`config.mk`:
```
export PLATFORM = sky130hd
export DESIGN_NAME = fetch_stage
export DESIGN_NICKNAME = d
export VERILOG_FILES = /design/src/rtl/fetch_stage_pkg.sv /design/src/rtl/fetch_stage_pc_gen.sv /design/src/rtl/fetch_stage.sv
export SDC_FILE = /design/constraint.sdc
export NUM_CORES = 1
export LEC_CHECK = 0
export ABC_CLOCK_PERIOD_IN_PS = 2700
export BUFFER_PORTS_ARGS = -buffer_cell sky130_fd_sc_hd__buf_2
export CORE_ASPECT_RATIO = 0.9
export CORE_MARGIN = 2
export CORE_UTILIZATION = 30
export CTS_CLUSTER_SIZE = 16
export DETAILED_ROUTE_END_ITERATION = 6
export HOLD_SLACK_MARGIN = 0.1
export PLACE_DENSITY_LB_ADDON = 0.12
export SYNTH_ARGS = -nofsm -noshare
export SYNTH_HDL_FRONTEND = slang
export SYNTH_SLANG_ARGS = --single-unit
```
`constraint.sdc`:
```
create_clock -name clk -period 2.7 [get_ports clk]
set_clock_uncertainty 0.05 [all_clocks]
set_input_delay 0.135 -clock clk [delete_from_list [all_inputs] [get_ports clk]]
set_output_delay 0.135 -clock clk [all_outputs]
set_load 0.05 [all_outputs]
```
`src/rtl/fetch_stage_pkg.sv`:
```
// Shared opcode and constant definitions for the fetch stage and the X-stage
// control unit: 5-bit opcode fields (inst[6:2]), bubble instruction,
// default reset PC, PC-select encoding and a J-immediate helper.
package fetch_stage_pkg;

  // Architectural defaults
  localparam logic [31:0] RESET_PC_DEFAULT = 32'h4000_0000;
  localparam logic [31:0] NOP_INST_DEFAULT = 32'h0000_0013; // addi x0,x0,0

  // RV32I opcode fields, bits [6:2] of the instruction word
  localparam logic [4:0] OPC_LOAD   = 5'b00000;
  localparam logic [4:0] OPC_OP_IMM = 5'b00100;
  localparam logic [4:0] OPC_AUIPC  = 5'b00101;
  localparam logic [4:0] OPC_STORE  = 5'b01000;
  localparam logic [4:0] OPC_OP     = 5'b01100;
  localparam logic [4:0] OPC_LUI    = 5'b01101;
  localparam logic [4:0] OPC_BRANCH = 5'b11000;
  localparam logic [4:0] OPC_JALR   = 5'b11001;
  localparam logic [4:0] OPC_JAL    = 5'b11011;
  localparam logic [4:0] OPC_SYSTEM = 5'b11100;

  // Source selected for the next fetch address
  typedef enum logic [2:0] {
    PC_SEL_RESET    = 3'd0,
    PC_SEL_HOLD     = 3'd1,
    PC_SEL_REDIRECT = 3'd2,
    PC_SEL_JAL      = 3'd3,
    PC_SEL_SEQ      = 3'd4
  } pc_sel_e;

  // Sign-extended J-type immediate (byte offset, bit 0 always zero)
  function automatic logic [31:0] j_imm(input logic [31:0] inst);
    return {{11{inst[31]}}, inst[31], inst[19:12], inst[20], inst[30:21], 1'b0};
  endfunction

  // True when the opcode field decodes as JAL
  function automatic logic is_jal(input logic [31:0] inst);
    return inst[6:2] == OPC_JAL;
  endfunction

endpackage

```
`src/rtl/fetch_stage_pc_gen.sv`:
```
// pc_gen: next-fetch-address priority mux and J-immediate adder.
// Priority: not live -> RESET_PC, stall -> hold, redirect -> target,
// early JAL -> pc + J-imm, otherwise pc + 4. All arithmetic wraps mod 2^32.
// Early JAL decode is only built when JAL_EARLY_EN is defined.
module pc_gen
  import fetch_stage_pkg::*;
#(
  parameter logic [31:0] RESET_PC = RESET_PC_DEFAULT
) (
  input  logic [31:0] pc_d,
  input  logic        live_d,
  input  logic        stall,
  input  logic        redirect,
  input  logic [31:0] redirect_pc,
  input  logic [31:0] inst,
  output logic [31:0] pc_next,
  output logic        jal_taken
);

  pc_sel_e     pc_sel;
  logic [31:0] seq_pc;
  logic [31:0] jal_target;
  logic        unused_inst_bits;

  assign seq_pc     = pc_d + 32'd4;
  assign jal_target = pc_d + j_imm(inst);

  // rd and the low opcode bits never influence the fetch address
  assign unused_inst_bits = &{1'b0, inst};

`ifdef JAL_EARLY_EN
  // A JAL seen on the memory return path is followed immediately, unless an
  // older event (stall/redirect) owns the fetch address this cycle
  assign jal_taken = live_d && !stall && !redirect && is_jal(inst);
`else
  assign jal_taken = 1'b0;
`endif

  // Pick the source of the next fetch address by priority
  always_comb begin
    pc_sel = PC_SEL_SEQ;
    if (!live_d) begin
      pc_sel = PC_SEL_RESET;
    end else if (stall) begin
      pc_sel = PC_SEL_HOLD;
    end else if (redirect) begin
      pc_sel = PC_SEL_REDIRECT;
    end else if (jal_taken) begin
      pc_sel = PC_SEL_JAL;
    end
  end

  // Drive the selected address
  always_comb begin
    pc_next = seq_pc;
    case (pc_sel)
      PC_SEL_RESET:    pc_next = RESET_PC;
      PC_SEL_HOLD:     pc_next = pc_d;
      PC_SEL_REDIRECT: pc_next = redirect_pc;
      PC_SEL_JAL:      pc_next = jal_target;
      default:         pc_next = seq_pc;
    endcase
  end

endmodule

```
`src/rtl/fetch_stage.sv`:
```
// fetch_stage: instruction fetch for a two-stage pipeline with a
// synchronous-read instruction memory. pc_d is the address whose data is on
// imem_rdata this cycle; live_d marks that data as real. The X register feeds
// the execute stage. Optional macro JAL_EARLY_EN enables zero-bubble JAL
// following in fetch (x_predicted flags such instructions).
module fetch_stage
  import fetch_stage_pkg::*;
#(
  parameter logic [31:0] RESET_PC = RESET_PC_DEFAULT,
  parameter logic [31:0] NOP_INST = NOP_INST_DEFAULT
) (
  input  logic        clk,
  input  logic        rst,
  input  logic        stall,
  input  logic        redirect,
  input  logic [31:0] redirect_pc,
  output logic [31:0] imem_addr,
  input  logic [31:0] imem_rdata,
  output logic [31:0] x_inst,
  output logic [31:0] x_pc,
  output logic        x_valid,
  output logic        x_predicted
);

  logic [31:0] pc_d;
  logic        live_d;
  logic [31:0] pc_next;
  logic        jal_taken;
  logic        x_load;

  pc_gen #(
    .RESET_PC (RESET_PC)
  ) u_pc_gen (
    .pc_d        (pc_d),
    .live_d      (live_d),
    .stall       (stall),
    .redirect    (redirect),
    .redirect_pc (redirect_pc),
    .inst        (imem_rdata),
    .pc_next     (pc_next),
    .jal_taken   (jal_taken)
  );

  // Memory is addressed with the next PC so its data lines up with pc_d
  assign imem_addr = pc_next;

  // The fetched word is real unless it is still reset garbage or was fetched
  // on the path a redirect is abandoning
  assign x_load = live_d && !redirect;

  // Track the address whose data is returning, and whether it is real
  always_ff @(posedge clk or posedge rst) begin
    if (rst) begin
      pc_d   <= RESET_PC;
      live_d <= 1'b0;
    end else begin
      pc_d   <= pc_next;
      live_d <= 1'b1;
    end
  end

  // X register: hold on stall, load the fetched word or insert a bubble
  always_ff @(posedge clk or posedge rst) begin
    if (rst) begin
      x_inst  <= NOP_INST;
      x_pc    <= '0;
      x_valid <= 1'b0;
    end else if (!stall) begin
      x_pc <= pc_d;
      if (x_load) begin
        x_inst  <= imem_rdata;
        x_valid <= 1'b1;
      end else begin
        x_inst  <= NOP_INST;
        x_valid <= 1'b0;
      end
    end
  end

`ifdef JAL_EARLY_EN
  // Flag JALs already followed in fetch; only ever set alongside x_valid
  always_ff @(posedge clk or posedge rst) begin
    if (rst) begin
      x_predicted <= 1'b0;
    end else if (!stall) begin
      x_predicted <= x_load && jal_taken;
    end
  end
`else
  logic unused_jal_taken;
  assign unused_jal_taken = jal_taken;
  assign x_predicted      = 1'b0;
`endif

endmodule
```
# After elaboration in Yosys (flattened, before gate mapping)
# Index checks and enable logic that the tools add are counted.
# totals
register_bits,98
inputBits,68
wordCells,19
# op_classes
addsub,2
eq_ne,3
muxes,6
n_reduce_logical,3
# ops
operator,count
$pmux 32 s4,1
$add 32x3->32 const B,1
$add 32x32->32,1
$mux 32,1
$mux 3,3
$eq 3x2->1 const B,2
$eq 3x1->1 const B,1
$logic_not 3->1,1
$logic_and 1x1->1,1
$logic_not 1->1,1
$mux 1,1

# Depth between registers and ports, before layout
# Gate-level depths: netlist of run 1.
# logic_depth
word_depth,5
mapped_depth,7
ltp_nobuf,6

# Modules after synthesis
# From an unflattened synthesis of run 1, not the netlist that was laid out.
# hier_totals
cells_unflattened,457
hier_area_um2,4901.0
# modules_own_cells
mod,instances,cells_per_inst,area_each_um2,seq_area_each_um2
fetch_stage,1,244,3569.7,2457.4
pc_gen,1,213,1331.3,0.0

# Worst setup path before layout of run 1
# OpenSTA, ideal clock, no wires.
# synth_path
path_kind,reg2reg
start,register pc_d[2]
end,register pc_d[26]
arrival_time_ps,3212
t_required_ps,2329
setup_slack_ps,-882
path_stages_with_launch,7
path_buffers,1
synth_period_minus_slack_ps,3582
path_cell_list,dfrtp_1 ha_1 nand3_2 nor4_4 buf_6 nand4_1 o311ai_0
# synth_via
elab_chain_len,2
# synth_rtl
item,line,source
"start, declared",fetch_stage.sv:25,logic [31:0] pc_d;
"start signal, assigned",fetch_stage.sv:57,pc_d <= pc_next;
$add 32x3->32 / $add 32x32->32 (equally long branches),"fetch_stage_pc_gen.sv:25, fetch_stage_pc_gen.sv:26",
$pmux 32 s4 *,fetch_stage_pc_gen.sv:56,case (pc_sel)
net imem_addr[26],fetch_stage.sv:17,"output logic [31:0] imem_addr,"
# Mark *: on every way through the listed nets, which the timed path passes. The rest lies on a longest branch.
# A chain may end at the register's enable or synchronous reset.

# Final worst setup path of run 1
# layout_path
start,register pc_d[6]
end,output port imem_addr[25]
# layout_via
elab_chain_len,2
# layout_rtl
item,line
$add 32x3->32 / $add 32x32->32 (equally long branches),"fetch_stage_pc_gen.sv:25, fetch_stage_pc_gen.sv:26"
$pmux 32 s4 *,fetch_stage_pc_gen.sv:56
"end, declared",fetch_stage.sv:17
# Mark *: on every way between the ends. The rest lies on a longest branch, timed or not.

==> impl_metrics.tcl, run 1 <==
set metrics [dict create \
    drt-initial-drc-count 231 \
    grt_max_degree 107 \
    synth_area_sq_mm 0.00460 \
    path_max_fanout 11 \
    cp-startpoint "pc_d[6]" \
    fmax_mhz 391 \
    core.rowCount 42 \
    globalRouteTotalUtil_pct 17.1 \
    setup_viol 0 \
    place_congestion 0.775 \
    synth.most_common_cell "dfrtp_1" \
    synth_top_area_share_pct 51.2 \
    cp_slowest_cell "dfrtp_1" \
    core_area_sq_mm 0.0149 \
    yosysSeqAreaShare_pct 53.5 \
    finalCriticalPeriod_ns 2.56 \
    p_int_mw 2.61 \
    multi_input_area_sq_mm 0.00201 \
    cp_top_family "simple AND/OR/NAND/NOR gates" \
    nets 729 \
    synth_edf_count 0 \
    status "finished clean" \
    use_met3_pct 4.34 \
    cpPeakStageDelay_ns 0.45 \
    yosys.area.top_type "dfrtp_1" \
    arrival_ns 2.37 \
    fin_crit_sh_pct 94.7 \
    yosys-top-cells-count "94 x dfrtp_1, 82 x nand2_1, 45 x o21ai_0, 31 x mux2_2, 25 x clkbuf_1" \
    clk_pin_slew_worst_paths_ns 0.07 \
    dieArea_sq_mm 0.0163 \
    ys_ff_latch 98 \
    hold_viol_final 0 \
    crit_top_cell "buf_4" \
    syn-mean-instance-area_sq_um 10.0 \
    p_comb_share_pct 21.7 \
    cts_buffers 9 \
    power.density_mw_per_mm2 584 \
    rr_startpoint "live_d" \
    clockPowerShare_pct 35.2 \
    hp-class "input pin to register" \
    seqPwrFrac_pct 43.1 \
    post_dp_cell_area_sq_mm 0.00569 \
    vdd_drop_max_mv 0.373 \
    port_buffers 164 \
    async_flop_share_pct 100 \
    syn_nets 527 \
    synth_ff_type "dfrtp_1" \
    net-switching-power_mw 1.19 \
    grt_pass1_vias 4107 \
    required_ns 2.52 \
    gr-total-overflow 0 \
    area_growth_pct 41.4 \
    drc 0 \
    cts_tree "yes" \
    avgViaCountPerCell 4.83 \
    synthCells 458 \
    min-delay-start "redirect_pc[19]" \
    maxSlewViolCount 0 \
    hpwl_microns 9590 \
    gr-usage-met2_pct 27.2 \
    die_w_microns 134 \
    leakage_nw 3.22 \
    cp-end-kind "output port" \
    r2r_slack_ns 0.64 \
    ios 166 \
    final_cell_area_sq_mm 0.00650 \
    cts_root_buffer "clkbuf_16" \
    crit_type "register to output port" \
    wl_per_cell_microns 16.0 \
    n_antenna_cell 0 \
    num_vias 4165 \
    busiest_layer "met2" \
    cp-start-kind "register" \
    cts_sinks 98 \
    routed_wl_microns 13800 \
    critPathBufInv 2 \
    use_met1_pct 23.4 \
    ys_types 53 \
    worstPathCellList "nand3_2 > nor4_2 > buf_4 > nand3_1 > xor2_1 > a21oi_1 > buf_4" \
    tightest_slew_ns 0.844 \
    grt_pass1_wl_microns 21800 \
    fill_cells 1454 \
    grt_antenna_before_repair 0 \
    start_util_pct 30.9 \
    slew_headroom_pct 43.6 \
    firstDrtPassIters 4 \
    h-tree-depth 3 \
    clk_path_buf_depth 2 \
    clk_latency_ns 0.35 \
    ant_nets 0 \
    synth_area_leaders "dfrtp_1 51%, mux2_2 7.6%, nand2_1 6.7%" \
    drive_gt1_share_pct 38.3 \
    seq_area_sq_mm 0.00246 \
    dieHeight_microns 121 \
    max-cap-violations 0 \
    swShare_pct 31.3 \
    yosys_warnings 0 \
    rsz0062_at_grt "yes" \
    fin_setup_tns_ns 0 \
]
==> worst reg2reg max path, delay by kind of cell (launching register included) <==
kind	cells	cell delay, ns
DFF	1	0.73
buffers and inverters	2	0.56
and+or+nand+nor	2	0.43
AOI/OAI and AO/OA	1	0.19
==> power groups by stage <==
stage | logic (mW) | registers [mW] | clock network (mW)
CTS | 0.828 | 1.64 | 1.39
detailed placement | 0.773 | 1.66 | 0
floorplan | 0.321 | 1.88 | 0
global route | 0.879 | 1.65 | 1.45
finish | 0.823 | 1.64 | 1.34
global placement | 0.770 | 1.66 | 0
==> cells by family after synthesis <==
group	Yosys count	share of synthesized area (%)
simple gates	163	16.9
mux	34	8.25
compound gates	112	15.8
fa+ha+maj	1	0.272
flops	98	53.5
other cells	2	0.163
buf+inv	41	3.78
xor+xnor	7	1.33
==> through the flow <==
stage / setup WS (ns) / util [%] / total power, mW / hold WS (ns) / cells
global route: -0.00644 / 43.7 / 3.98 / 0.113 / 863
global placement: 0.300 / 38.3 / 2.43 / 0.294 / 801
CTS: 0.0555 / 43.4 / 3.85 / 0.104 / 860
floorplan: 0.0921 / - / 2.20 / 0.221 / 458
detailed placement: 0.261 / 38.3 / 2.44 / 0.295 / 801
finish: 0.143 / 43.7 / 3.80 / 0.109 / 863
==> per-layer routing <==
metal	part of all wire [%]	routed length (microns)
met5	0	0
met4	1.2	162
met3	5.9	820
met2	46	6360
met1	47	6480
==> cell usage in the layout (no fill, tap or decap), types with 5 or more instances in the layout <==
cell,instances
a21oi_1,11
a22o_1,7
a22oi_1,6
and2_1,6
and3_1,6
buf_2,156
buf_4,20
clkbuf_16,9
dfrtp_1,92
dlygate4sd3_1,41
inv_1,6
mux2_2,31
nand2_1,82
nand3_1,20
nand4_1,6
nor2_1,18
nor3_1,5
o21ai_0,44
o21ai_1,5
xor2_1,7
==> area by class of cell <==
type / instances / area share (%)
Clock buffer: 12 / 4.10
Clock inverter: 4 / 0.751
Inverter: 7 / 0.462
Multi-Input combinational cell: 319 / 30.9
Sequential cell: 98 / 37.8
Tap cell: 198 / 3.81
Timing Repair Buffer: 225 / 22.1
==> state kept, by name, summed over array words and instances (netlist names) <==
register and flops:
x_pc 32, x_inst 32, x_valid 1, live_d 1, pc_d 32
==> path summary, 6_finish.rpt <==
kind,endpoint,cells after the start
min in group asynchronous,pc_d[9],3
setup / recovery,imem_addr[25],7
hold / removal,pc_d[19],4
max in group asynchronous,pc_d[30],4
setup reg to reg,x_inst[18],5
hold reg to reg,x_inst[14],2
==> timing repair <==
action,in CTS,in global routing
pin swaps,0,3
hold buffers,41,0
buffers inserted,2,3
hold endpoints to repair,73,0
resized for setup,5,12
endpoints found under the setup margin,5,12
Note: power is estimated with default switching activity, not from simulation.
==> run 2, diff against run 1 <==
--- a/config.mk
+++ b/config.mk
@@ -9,7 +9,7 @@
 export BUFFER_PORTS_ARGS = -buffer_cell sky130_fd_sc_hd__buf_2
 export CORE_ASPECT_RATIO = 0.9
 export CORE_MARGIN = 2
-export CORE_UTILIZATION = 30
+export CORE_UTILIZATION = 45
 export CTS_CLUSTER_SIZE = 16
 export DETAILED_ROUTE_END_ITERATION = 6
 export HOLD_SLACK_MARGIN = 0.1
==> run 2 against run 1 <==
Critical path depth rose by 1. Worst setup slack got worse by 0.039 ns. Power rose by 2.5%. Worst hold slack improved by 0.0035 ns. Sequential power barely moved. Sequential cell count did not move. Die area fell by 32%. Largest cell class unchanged.
==> impl_metrics.tcl, run 2 (synthesis gave the netlist of run 1 again) <==
set metrics [dict create \
    maxSlewViolCount 0 \
    multi_input_area_sq_mm 0.00201 \
    clk_latency_ns 0.34 \
    grt_pass1_wl_microns 20900 \
    fill_cells 836 \
    drive_gt1_share_pct 38.3 \
    r2r_cells 7 \
    top_regs "pc_d x32, x_inst x32, x_pc x32" \
    place_ws_ns 0.185 \
    cp-start-kind "register" \
    r2r_slack_ns 0.68 \
    leakage_nw 3.24 \
    fin_crit_sh_pct 96.1 \
    routed_wl_microns 13100 \
    path_max_fanout 5 \
    drt-initial-drc-count 207 \
    place_congestion 0.839 \
    cts_tree "yes" \
    r2r_end "pc_d[26]" \
    cts_sinks 98 \
    h-tree-depth 3 \
    dieArea_sq_mm 0.0110 \
    setup_viol 0 \
    power.density_mw_per_mm2 602 \
    n_antenna_cell 0 \
    area_growth_pct 40.5 \
    required_ns 2.52 \
    rr_startpoint "pc_d[2]" \
    core_area_sq_mm 0.00978 \
    finalCriticalPeriod_ns 2.60 \
    ant_nets 0 \
    num_vias 4274 \
    grt_pass1_vias 4133 \
    final_cell_mix "157 x buf_2, 92 x dfrtp_1, 82 x nand2_1" \
    cp-end-kind "output port" \
    drc 0 \
    clk_path_buf_depth 2 \
    avgViaCountPerCell 5.38 \
    status "finished clean" \
    post_dp_cell_area_sq_mm 0.00560 \
    slew_headroom_pct 42.0 \
    final_cell_area_sq_mm 0.00646 \
    globalRouteTotalUtil_pct 23.5 \
    wl_per_cell_microns 16.5 \
    crit_type "register to output port" \
    power.total_mw 3.89 \
    fmax_mhz 385 \
    setup_slack_ns 0.105 \
    min_delay_path_depth 3 \
    seq_area_sq_mm 0.00246 \
    min_to "pc_d[10]" \
    vdd_drop_max_mv 0.482 \
    die_w_microns 111 \
    ios 166 \
    core.rowCount 34 \
    grt_antenna_before_repair 1 \
    firstDrtPassIters 4 \
    tightest_slew_ns 0.869 \
    cts_root_buffer "clkbuf_16" \
    clk_pin_slew_worst_paths_ns 0.07 \
    port_buffers 164 \
    hold_viol_final 0 \
    grt_max_degree 66 \
    hp-class "input pin to register" \
    cts_buffers 9 \
    hpwl_microns 8870 \
    dieHeight_microns 99.9 \
    gr-total-overflow 0 \
    layout_commonest_cell "buf_2" \
    arrival_ns 2.41 \
    start_util_pct 47.0 \
    min-delay-start "redirect_pc[10]" \
    nets 733 \
    max-cap-violations 0 \
]
-- run 2: cell types whose count changed in the layout (fill, tap and decap cells not counted), sizes merged --
cell / delta
clkbuf: -2
bufinv: +1
dlygate4sd3: +3
buf: +3
clkinvlp: +1
clkinv: -2
-- run 2: worst max-delay path, stage by stage (launching register included) --
cell	delay, ns
dfrtp_2	0.40
ha_2	0.22
nand3_2	0.14
nor4_4	0.31
buf_6	0.17
buf_4	0.12
nand4_1	0.14
o311ai_2	0.34
buf_6	0.22
-- run 2: report_power, final --
part           switching [mW]  total, mW  internal [mW]
combinational           0.570      0.826          0.256
sequential             0.0738       1.64           1.56
clock                   0.543       1.43          0.886
total                    1.19       3.89           2.70
-- run 2: repair_timing --
| item | 4_1_cts | 5_1_grt |
|---|---|---|
| hold buffers | 44 | 0 |
| setup endpoints to repair | 9 | 12 |
| setup buffers | 2 | 3 |
| pin swaps | 1 | 3 |
| hold endpoints to repair | 78 | 0 |
| gates resized for setup | 7 | 8 |
-- run 2: through the flow --
step | util (%) | std cells | hold WS [ns] | TNS (ns)
3_3_place_gp | 57.2 | 730 | 0.298 | 0
4_1_cts | 65.5 | 792 | 0.103 | 0
6_report | 66.0 | 795 | 0.113 | 0
3_5_place_dp | 57.2 | 730 | 0.295 | 0
5_1_grt | 66.0 | 795 | 0.110 | -0.0101
2_1_floorplan | - | 458 | 0.221 | 0
-- run 2: layout make-up --
type	count	share of cell area [%]
flip-flops and latches	98	38.1
multi-input cells	319	31.2
repair buffers	229	22.6
clock buffers	12	4.13
well taps	126	2.44
clock inverters	4	1.12
inverters	7	0.465
-- run 2: worst max-delay path by stage --
stage	from	endpoint	slack, ns	cells past startpoint
after floorplan	redirect	pc_d[9]	0.09	7
after global placement	pc_d[2]	imem_addr[30]	0.25	8
after detailed placement	pc_d[3]	imem_addr[28]	0.18	8
after CTS	pc_d[2]	imem_addr[24]	0.007	8
after global routing	pc_d[2]	imem_addr[24]	-0.008	8
final	pc_d[2]	imem_addr[26]	0.10	8
-- run 2: per-layer routing --
metal  up-vias  GRT usage, %  share of wire, %
li1       2044             -                 -
met1      2080          31.5                45
met2       136          39.2                49
met3        14          5.37               5.5
met4         0          6.25               1.3
met5         -             0                 0
==> run 3, diff against run 2 <==
--- a/config.mk
+++ b/config.mk
@@ -5,8 +5,9 @@
 export SDC_FILE = /design/constraint.sdc
 export NUM_CORES = 1
 export LEC_CHECK = 0
-export ABC_CLOCK_PERIOD_IN_PS = 2700
+export ABC_CLOCK_PERIOD_IN_PS = 3000
 export BUFFER_PORTS_ARGS = -buffer_cell sky130_fd_sc_hd__buf_2
+export CAP_MARGIN = 20
 export CORE_ASPECT_RATIO = 0.9
 export CORE_MARGIN = 2
 export CORE_UTILIZATION = 45
==> constraint.sdc (replaced) <==
create_clock -name clk -period 3 [get_ports clk]
set_clock_uncertainty 0.05 [all_clocks]
set_input_delay 0.15 -clock clk [delete_from_list [all_inputs] [get_ports clk]]
set_output_delay 0.15 -clock clk [all_outputs]
set_load 0.05 [all_outputs]
==> run 3 against run 2 <==
Non-clock buffer count is 13 lower. Combinational power fell by 13%. Routed wire length down 3.5%. Final area shrank 2.6%. Worst hold slack better by 0.0019 ns. Sequential share of layout area increased by 0.99 points. Cell count down 1.6%.
==> impl_metrics.tcl, run 3 (synthesis gave the netlist of run 1 again) <==
set metrics [dict create \
    p_comb_share_pct 20.5 \
    maxSlewViolCount 0 \
    tightest_slew_ns 0.594 \
    required_ns 2.80 \
    cts_root_buffer "clkbuf_16" \
    dieHeight_microns 99.9 \
    finalCriticalPeriod_ns 2.78 \
    fin_setup_tns_ns 0 \
    core_area_sq_mm 0.00978 \
    num_vias 4186 \
    clk_path_buf_depth 2 \
    leakage_nw 3.18 \
    cpPeakStageDelay_ns 0.47 \
    hpwl_microns 8570 \
    grt_max_degree 87 \
    cp-end-kind "output port" \
    grt_pass1_wl_microns 20700 \
    hold_viol_final 0 \
    setup_slack_ns 0.221 \
    place_ws_ns 0.383 \
    rsz0062_at_grt "no" \
    clockPowerShare_pct 37.4 \
    cp_top_family "simple AND/OR/NAND/NOR gates" \
    avgViaCountPerCell 5.35 \
    p_int_mw 2.46 \
    globalRouteTotalUtil_pct 22.8 \
    place_congestion 0.820 \
    power.density_mw_per_mm2 557 \
    cp-start-kind "register" \
    cts_sinks 98 \
    worstPathCellList "ha_1 > nand3_2 > nor4_4 > buf_4 > nand2_4 > or4b_1 > nand3_1 > buf_2" \
    arrival_ns 2.58 \
    setup_viol 0 \
    wl_per_cell_microns 16.2 \
    grt_pass1_vias 4024 \
    grt_antenna_before_repair 0 \
    final_cell_mix "163 x buf_2, 94 x dfrtp_1, 82 x nand2_1" \
    clk_pin_slew_worst_paths_ns 0.07 \
    gr-total-overflow 0 \
    vdd_drop_max_mv 0.410 \
    die_w_microns 111 \
    top_regs "pc_d x32, x_inst x32, x_pc x32" \
    layout_commonest_cell "buf_2" \
    crit_type "register to output port" \
    routed_wl_microns 12700 \
    h-tree-depth 3 \
    port_buffers 164 \
    max-cap-violations 0 \
    drc 0 \
    net-switching-power_mw 1.04 \
    cts_buffers 9 \
    cp_slowest_cell "or4b_1" \
    start_util_pct 47.0 \
    seqPwrFrac_pct 42.1 \
    hold_ws_ns 0.115 \
    nets 720 \
    firstDrtPassIters 4 \
    n_antenna_cell 0 \
    path_max_fanout 9 \
    ant_nets 0 \
    status "finished clean" \
    fin_crit_sh_pct 92.6 \
    slew_headroom_pct 60.4 \
    critPathBufInv 2 \
    area_growth_pct 36.8 \
    swShare_pct 29.8 \
    cts_resized 0 \
    fmax_mhz 360 \
    dieArea_sq_mm 0.0110 \
    drt-initial-drc-count 233 \
    core.rowCount 34 \
    cts_tree "yes" \
    hp-class "input pin to register" \
    drive_gt1_share_pct 36.6 \
    ios 166 \
    clk_latency_ns 0.33 \
]
run 3: changes by cell type in the layout (fill, tap and decap cells not counted), sizes merged:
cell         previous run  this run
bufinv                  2         3
inv                     6         7
clkinvlp                2         1
clkbuf                 13        11
dlygate4sd3            44        37
buf                   184       179
run 3: final timing paths:
kind	start	slack, ns	depth (start not counted)	to
setup / recovery	pc_d[3]	0.22	8	imem_addr[24]
hold / removal	redirect_pc[25]	0.11	3	pc_d[25]
setup reg to reg	pc_d[3]	0.80	8	pc_d[18]
hold reg to reg	x_inst[8]	0.43	2	x_inst[8]
max in group asynchronous	rst	1.81	5	pc_d[19]
min in group asynchronous	rst	0.32	3	x_inst[16]
run 3: repair_timing:
action | CTS | global route
buffers inserted | 1 | 0
endpoints found under the setup margin | 1 | 0
endpoints found under the hold margin | 116 | 0
hold buffers | 37 | 0
run 3: worst min-delay path: cells and delay by family:
kind,cells,cell delay (ns)
buffers and inverters,1,0.10
AO/OA/AOI/OAI,2,0.21
run 3: per-layer routing:
metal | part of all wire [%] | vias up | GRT usage [%]
met1 | 45 | 2015 | 31.3
met2 | 48 | 155 | 37.8
li1 | - | 2004 | -
met3 | 5.7 | 12 | 5.07
met5 | 0 | - | 0
met4 | 1.2 | 0 | 5.10
run 3: cell type report:
class / count / area, sq um
Multi-Input combinational cell: 319 / 1970
Tap cell: 126 / 158
Fill cell: 794 / 3490
Inverter: 7 / 28.8
Clock inverter: 5 / 103
Timing Repair Buffer: 216 / 1330
Clock buffer: 11 / 243
Sequential cell: 98 / 2460
run 3: stage by stage:
stage | instances | util [%] | cell area (sq um) | power, mW
after global routing | 782 | 64.3 | 6290 | 3.65
final | 782 | 64.3 | 6290 | 3.50
after detailed placement | 727 | 56.6 | 5540 | 2.18
after floorplan | 458 | - | 4600 | 1.98
after CTS | 781 | 64.0 | 6260 | 3.54
after global placement | 727 | 56.6 | 5540 | 2.17
run 3: power groups by stage:
stage	Clock (mW)	Combinational [mW]	Sequential [mW]
final	1.31	0.718	1.47
after global routing	1.40	0.765	1.48
after CTS	1.35	0.717	1.47
after detailed placement	0	0.679	1.50
after global placement	0	0.674	1.49
after floorplan	0	0.286	1.69
